--- src/rtl/cam_pkg.sv ---
// rtl/cam_pkg.sv - shared FSM states and constants for the camera frame writer
package cam_pkg;

  // Default frame size, also used by the SDRAM DMA address map (640x480 RGB565).
  localparam int CAM_FRAME_LEN = 307200;

  // Width of the per-frame pixel counter.
  localparam int CAM_PIX_CNT_W = 21;

  typedef enum logic [1:0] {
    ST_IDLE    = 2'd0,
    ST_WAIT_VS = 2'd1,
    ST_SKIP    = 2'd2,
    ST_ACTIVE  = 2'd3
  } cam_state_e;

  // Saturating increment so an overlong frame cannot wrap to a "correct" count.
  function automatic logic [CAM_PIX_CNT_W-1:0] pix_cnt_inc(input logic [CAM_PIX_CNT_W-1:0] cnt);
    return (&cnt) ? cnt : cnt + CAM_PIX_CNT_W'(1);
  endfunction

endpackage

--- src/rtl/cam_frame_writer_if.sv ---
// rtl/cam_frame_writer_if.sv - DVP input and write-FIFO bus between camera, writer and SDRAM side
interface cam_frame_writer_if;

  logic        cam_vsync;
  logic        cam_href;
  logic [7:0]  cam_data;
  logic        wr_full;
  logic        wr_en;
  logic [15:0] wr_data;
  logic        wr_load;
  logic        frame_done;
  logic        frame_err;
  logic        ovf;

  // The frame writer consumes the camera bus and drives the FIFO write side.
  modport master (
    input  cam_vsync, cam_href, cam_data, wr_full,
    output wr_en, wr_data, wr_load, frame_done, frame_err, ovf
  );

  // Camera/FIFO environment facing the writer.
  modport slave (
    output cam_vsync, cam_href, cam_data, wr_full,
    input  wr_en, wr_data, wr_load, frame_done, frame_err, ovf
  );

endinterface

--- src/rtl/cam_byte_packer.sv ---
// rtl/cam_byte_packer.sv - pairs DVP bytes (high byte first) into RGB565 pixels
module cam_byte_packer (
  input  logic        clk,
  input  logic        rst_n,
  input  logic        href_i,
  input  logic [7:0]  data_i,
  output logic        pix_valid_o,
  output logic [15:0] pix_data_o
);

  logic       phase_q, phase_d;
  logic [7:0] hi_q, hi_d;

  // Phase flips per valid byte and restarts at 0 whenever href drops, so an odd trailing byte is lost.
  always_comb begin
    phase_d = href_i ? ~phase_q : 1'b0;
    hi_d    = (href_i && !phase_q) ? data_i : hi_q;
  end

  // Byte phase and latched high byte.
  always_ff @(posedge clk or negedge rst_n) begin
    if (!rst_n) begin
      phase_q <= 1'b0;
      hi_q    <= 8'h00;
    end else begin
      phase_q <= phase_d;
      hi_q    <= hi_d;
    end
  end

  assign pix_valid_o = href_i & phase_q;
  assign pix_data_o  = {hi_q, data_i};

endmodule

--- src/rtl/cam_frame_writer.sv ---
// rtl/cam_frame_writer.sv - frame-synchronised camera to SDRAM write-FIFO bridge (optional CAM_FRAME_WRITER_TESTPAT_EN)
module cam_frame_writer
  import cam_pkg::*;
#(
  parameter int FRAME_LEN   = CAM_FRAME_LEN,
  parameter int SKIP_FRAMES = 10
) (
  input  logic               clk,
  input  logic               rst_n,
  input  logic               sdram_init_done,
`ifdef CAM_FRAME_WRITER_TESTPAT_EN
  input  logic               test_pat,
`endif
  cam_frame_writer_if.master cam
);

  localparam int SKIP_W = (SKIP_FRAMES > 1) ? $clog2(SKIP_FRAMES + 1) : 1;
  localparam logic [CAM_PIX_CNT_W-1:0] FRAME_LEN_C = CAM_PIX_CNT_W'(FRAME_LEN);

  cam_state_e               state_q, state_d;
  logic [SKIP_W-1:0]        skip_q, skip_d;
  logic [CAM_PIX_CNT_W-1:0] pix_cnt_q, pix_cnt_d;
  logic                     init_s1_q, init_s2_q;
  logic                     vs_prev_q;
  logic                     wr_en_q, wr_en_d;
  logic [15:0]              wr_data_q, wr_data_d;
  logic                     wr_load_q, wr_load_d;
  logic                     done_q, done_d;
  logic                     err_q, err_d;
  logic                     ovf_q, ovf_d;

  logic                     init_sync;
  logic                     frame_edge;
  logic                     pix_valid;
  logic [15:0]              pix_data;
  logic [15:0]              pix_word;
  logic                     accept;

  cam_byte_packer u_packer (
    .clk         (clk),
    .rst_n       (rst_n),
    .href_i      (cam.cam_href),
    .data_i      (cam.cam_data),
    .pix_valid_o (pix_valid),
    .pix_data_o  (pix_data)
  );

  assign init_sync  = init_s2_q;
  assign frame_edge = cam.cam_vsync & ~vs_prev_q;

`ifdef CAM_FRAME_WRITER_TESTPAT_EN
  assign pix_word = test_pat ? pix_cnt_q[15:0] : pix_data;
`else
  assign pix_word = pix_data;
`endif

  // init_done synchroniser and vsync history for rising-edge detection.
  always_ff @(posedge clk or negedge rst_n) begin
    if (!rst_n) begin
      init_s1_q <= 1'b0;
      init_s2_q <= 1'b0;
      vs_prev_q <= 1'b0;
    end else begin
      init_s1_q <= sdram_init_done;
      init_s2_q <= init_s1_q;
      vs_prev_q <= cam.cam_vsync;
    end
  end

  // Frame sequencing: wait for SDRAM, skip settling frames, then check each frame at its closing edge.
  always_comb begin
    state_d   = state_q;
    skip_d    = skip_q;
    wr_load_d = 1'b0;
    done_d    = 1'b0;
    err_d     = 1'b0;
    if (!init_sync) begin
      state_d = ST_IDLE;
    end else begin
      case (state_q)
        ST_IDLE: state_d = ST_WAIT_VS;
        ST_WAIT_VS: begin
          if (frame_edge) begin
            skip_d = '0;
            if (SKIP_FRAMES == 0) begin
              state_d   = ST_ACTIVE;
              wr_load_d = 1'b1;
            end else begin
              state_d = ST_SKIP;
            end
          end
        end
        ST_SKIP: begin
          if (frame_edge) begin
            skip_d = skip_q + SKIP_W'(1);
            if (32'(skip_q) + 32'd1 == SKIP_FRAMES) begin
              state_d   = ST_ACTIVE;
              wr_load_d = 1'b1;
            end
          end
        end
        ST_ACTIVE: begin
          if (frame_edge) begin
            wr_load_d = 1'b1;
            if (pix_cnt_q == FRAME_LEN_C) done_d = 1'b1;
            else                          err_d  = 1'b1;
          end
        end
        default: state_d = ST_IDLE;
      endcase
    end
  end

  // Pixel path: a frame edge wins over a coincident pixel; overlong and blocked pixels are counted but not written.
  always_comb begin
    accept    = pix_valid & (state_q == ST_ACTIVE) & init_sync & ~frame_edge;
    wr_en_d   = accept & ~cam.wr_full & (pix_cnt_q < FRAME_LEN_C);
    wr_data_d = pix_valid ? pix_word : wr_data_q;
    pix_cnt_d = pix_cnt_q;
    ovf_d     = ovf_q;
    if (frame_edge) begin
      pix_cnt_d = '0;
      ovf_d     = 1'b0;
    end else if (accept) begin
      pix_cnt_d = pix_cnt_inc(pix_cnt_q);
      if (cam.wr_full) ovf_d = 1'b1;
    end
  end

  // State, counters and registered outputs.
  always_ff @(posedge clk or negedge rst_n) begin
    if (!rst_n) begin
      state_q   <= ST_IDLE;
      skip_q    <= '0;
      pix_cnt_q <= '0;
      wr_en_q   <= 1'b0;
      wr_data_q <= 16'h0000;
      wr_load_q <= 1'b0;
      done_q    <= 1'b0;
      err_q     <= 1'b0;
      ovf_q     <= 1'b0;
    end else begin
      state_q   <= state_d;
      skip_q    <= skip_d;
      pix_cnt_q <= pix_cnt_d;
      wr_en_q   <= wr_en_d;
      wr_data_q <= wr_data_d;
      wr_load_q <= wr_load_d;
      done_q    <= done_d;
      err_q     <= err_d;
      ovf_q     <= ovf_d;
    end
  end

  assign cam.wr_en      = wr_en_q;
  assign cam.wr_data    = wr_data_q;
  assign cam.wr_load    = wr_load_q;
  assign cam.frame_done = done_q;
  assign cam.frame_err  = err_q;
  assign cam.ovf        = ovf_q;

endmodule

--- src/flat_wrapper.sv ---
// flat-port wrapper written by rule: the top's interface ports become plain ports
module cam_frame_writer_flat import cam_pkg::*;
#(
  parameter int FRAME_LEN   = CAM_FRAME_LEN,
  parameter int SKIP_FRAMES = 10
)
  (clk, rst_n, sdram_init_done, cam_cam_vsync, cam_cam_href, cam_cam_data, cam_wr_full, cam_wr_en, cam_wr_data, cam_wr_load, cam_frame_done, cam_frame_err, cam_ovf);
  cam_frame_writer_if cam_i ();
  input  logic clk;
  input  logic rst_n;
  input  logic sdram_init_done;
  input wire logic [$bits(cam_i.cam_vsync)-1:0] cam_cam_vsync;
  input wire logic [$bits(cam_i.cam_href)-1:0] cam_cam_href;
  input wire logic [$bits(cam_i.cam_data)-1:0] cam_cam_data;
  input wire logic [$bits(cam_i.wr_full)-1:0] cam_wr_full;
  output wire logic [$bits(cam_i.wr_en)-1:0] cam_wr_en;
  output wire logic [$bits(cam_i.wr_data)-1:0] cam_wr_data;
  output wire logic [$bits(cam_i.wr_load)-1:0] cam_wr_load;
  output wire logic [$bits(cam_i.frame_done)-1:0] cam_frame_done;
  output wire logic [$bits(cam_i.frame_err)-1:0] cam_frame_err;
  output wire logic [$bits(cam_i.ovf)-1:0] cam_ovf;
  assign cam_i.cam_vsync = cam_cam_vsync;
  assign cam_i.cam_href = cam_cam_href;
  assign cam_i.cam_data = cam_cam_data;
  assign cam_i.wr_full = cam_wr_full;
  assign cam_wr_en = cam_i.wr_en;
  assign cam_wr_data = cam_i.wr_data;
  assign cam_wr_load = cam_i.wr_load;
  assign cam_frame_done = cam_i.frame_done;
  assign cam_frame_err = cam_i.frame_err;
  assign cam_ovf = cam_i.ovf;
  cam_frame_writer #(.FRAME_LEN(FRAME_LEN), .SKIP_FRAMES(SKIP_FRAMES)) u_core (.clk(clk), .rst_n(rst_n), .sdram_init_done(sdram_init_done), .cam(cam_i));
endmodule
--- config.mk ---
export PLATFORM = sky130hd
export DESIGN_NAME = cam_frame_writer_flat
export DESIGN_NICKNAME = d
export VERILOG_FILES = /design/src/rtl/cam_pkg.sv /design/src/rtl/cam_frame_writer_if.sv /design/src/rtl/cam_byte_packer.sv /design/src/rtl/cam_frame_writer.sv /design/src/flat_wrapper.sv
export SDC_FILE = /design/constraint.sdc
export NUM_CORES = 1
export LEC_CHECK = 0
export ABC_AREA = 1
export BUFFER_PORTS_ARGS = -buffer_cell sky130_fd_sc_hd__buf_2
export CORE_MARGIN = 3
export CORE_UTILIZATION = 25
export CTS_CLUSTER_DIAMETER = 150
export DETAILED_ROUTE_END_ITERATION = 10
export PLACE_DENSITY = 0.51
export REMOVE_ABC_BUFFERS = 1
export SLEW_MARGIN = 20
export SYNTH_ARGS = -nofsm -noshare
export SYNTH_HDL_FRONTEND = slang
export SYNTH_HIERARCHICAL = 1
export SYNTH_SLANG_ARGS = --single-unit
--- constraint.sdc ---
create_clock -name clk -period 2.1 [get_ports clk]
set_input_delay 0.21 -clock clk [delete_from_list [all_inputs] [get_ports clk]]
set_output_delay 0.21 -clock clk [all_outputs]
set_load 0.03 [all_outputs]
==> flow_summary.yaml <==
run_status:
  outcome: "completed"
route:
  drt_iter0_drc: 138
  routed_wl_mm: 6.96
  dr.pass1.iters: 4
  avgRoutedWirePerCell_um: 11.6
  drc: 0
  vias: 2558
  drtAntennaViolNets: 0
  post_drt_via_cell_ratio: 4.28
critical_path:
  critPathKind: "reg2reg"
  crit_path_end_kind: "flip-flop"
  worst_ep_arrival_time_ps: 2100
  start_kind: "flip-flop"
  required_ps: 2350
  path_max_fanout: 8
synth:
  postSynthAreaPerCell_sq_um: 8.56
  ys_async_sr_fraction_pct: 100
  ys_types: 34
  yosysWarningCount: 6
  ys_ff_latch: 60
  synth_cells: 385
  ys_seq_area_share_pct: 45.5
  syn_area_sq_um: 3300
  synth_edf_count: 0
  synth-main-ff-cell: "dfrtp_1"
grt:
  overflow: 0
  grt_pass1_vias: 2444
  antenna_found_initial: 0
  grt_max_degree: 40
  grtUsageTotal_pct: 10.2
  grt_pass1_wl_mm: 12.0
timing:
  slew_headroom_pct: 63.9
  period_needed_ps: 1850
  worstMarginPinSlew_ps: 542
  fin_skew_ps: 4.04
  setup_viol: 0
  rsz0062_at_grt: "no"
  finalCritPeriodShare_pct: 88.0
  timing.hold.ws_ps: 129
  slew_violations: 0
  max_freq_ghz: 0.541
  tns_ps: 0
  hold_viol: 0
clock_network:
  clk_pin_slew_ps: 50
  cts_made_buffers: 9
  holdBufCountCts: 3
  cts_tree: "done"
  ctsResizeCount: 0
  clockBufferDepth: 2
  clk_latency_ps: 330
  h-tree-depth: 3
  cts.sinks: 60
  post_cts_buffers: 0
  ctsRootBufferMaster: "clkbuf_16"
floorplan:
  ioPinCount: 35
  rows: 41
  dieArea_sq_um: 14600
  die_w_um: 121
  die-height_um: 121
  start_util_pct: 25.8
  coreArea_sq_um: 12800
layout:
  n_antenna_cell: 0
  area_delta_synth_final_pct: 18.5
  finalNetCount: 444
  drive_gt1_share_pct: 25.6
  layout_common_cells: "nand2_1 (94), dfrtp_1 (60), nand3_1 (41)"
  layout_commonest_cell: "nand2_1"
placed_design:
  place_congestion: 0.846
  port_buffers: 34
  dp_hpwl_mm: 5.16
hold_path:
  worst_hold_path_type: "in2reg"
pwr:
  power.leakage_nw: 1.81
  peakVddDrop_mv: 0.334
  p_per_area_nw_per_um2: 891
flow_run:
  drv_cap: 0
==> flip-flops by register name, summed over array words and instances (netlist names) <==
signal,flops
u_core/cam.frame_done,1
u_core/cam.frame_err,1
u_core/cam.ovf,1
u_core/cam.wr_data,16
u_core/cam.wr_en,1
u_core/cam.wr_load,1
u_core/init_s1_q,1
u_core/init_s2_q,1
u_core/pix_cnt_q,21
u_core/skip_q,4
u_core/state_q,2
u_core/u_packer/hi_q,8
u_core/u_packer/phase_q,1
u_core/vs_prev_q,1
==> critical path, cell delays in order, from the launching register on <==
cell     delay [ps]
dfrtp_1         390
inv_1            80
ha_1            290
or2_2           350
a21oi_1         390
nand2_1         130
mux2i_1         140
==> final cells by class <==
| cell class | count | area (sq um) |
|---|---|---|
| fill | 1358 | 8870 |
| multi-input combinational | 274 | 1530 |
| sequential | 60 | 1500 |
| timing repair buffer | 44 | 278 |
| clock buffer | 10 | 229 |
| tap | 172 | 215 |
| inverter | 33 | 126 |
| clock inverter | 5 | 30.0 |
==> synth_stat cells (3+ instances only) <==
| master | count | share of area (%) |
|---|---|---|
| mux2_2 | 16 | 5.5 |
| nor2_1 | 40 | 4.6 |
| buf_4 | 8 | 1.8 |
| nand2_2 | 16 | 3.0 |
| xor2_1 | 10 | 2.7 |
| o21ai_2 | 10 | 2.7 |
| nand4_1 | 8 | 1.5 |
| ha_1 | 8 | 3.0 |
| inv_1 | 30 | 3.4 |
| o21ai_0 | 8 | 1.2 |
| nor3_1 | 4 | 0.61 |
| nand3_1 | 41 | 6.2 |
| a21oi_1 | 3 | 0.46 |
| dfrtp_1 | 60 | 46 |
| nand2_1 | 94 | 11 |
==> cells by family after synthesis <==
group / after synthesis / share of synthesized area, %
DFF: 60 / 45.5
muxes: 17 / 5.77
adders and majority gates: 8 / 3.04
buffers and inverters: 51 / 8.12
AOI/OAI and AO/OA: 25 / 5.16
xor gates and xnor gates: 10 / 2.66
and+or+nand+nor: 214 / 29.7
==> layer usage <==
layer | vias up | wire length [um] | GRT usage (%)
met1 | 1188 | 3410 | 13.6
met4 | 0 | 152 | 5.31
met5 | - | 0 | 0
met3 | 9 | 213 | 1.68
met2 | 45 | 3190 | 15.9
li1 | 1316 | - | -
==> worst paths after layout <==
path / depth (start not counted) / from / to / slack, ps
worst max-delay path: 6 / u_core/state_q[0] / u_core/skip_q[0] / 250
worst min-delay path: 2 / cam_cam_data[5] / u_core/cam.wr_data[5] / 130
worst max register to register: 6 / u_core/state_q[0] / u_core/skip_q[0] / 250
worst min register to register: 0 / u_core/init_s1_q / u_core/init_s2_q / 350
max in group asynchronous: 3 / rst_n / u_core/u_packer/hi_q[1] / 1110
min in group asynchronous: 2 / rst_n / u_core/pix_cnt_q[13] / 410
==> power breakdown <==
group	leakage, nW	switching [W]	internal [W]
Clock	0.124	0.000500	0.000783
Combinational	0.903	0.000484	0.000293
Sequential	0.779	0.000115	0.00131
Total	1.81	0.00110	0.00239
==> through the flow <==
stage          instances  total power, W  utilization [%]  instance area (sq um)  setup WS (ps)
2_1_floorplan        367         0.00199                -                   3160            266
3_3_place_gp         580         0.00222             28.3                   3620            294
3_5_place_dp         580         0.00222             28.3                   3620            278
4_1_cts              598         0.00354             30.6                   3910            244
5_1_grt              598         0.00371             30.6                   3910           3.46
6_report             598         0.00348             30.6                   3910            252
(Power assumes the default switching activity.)
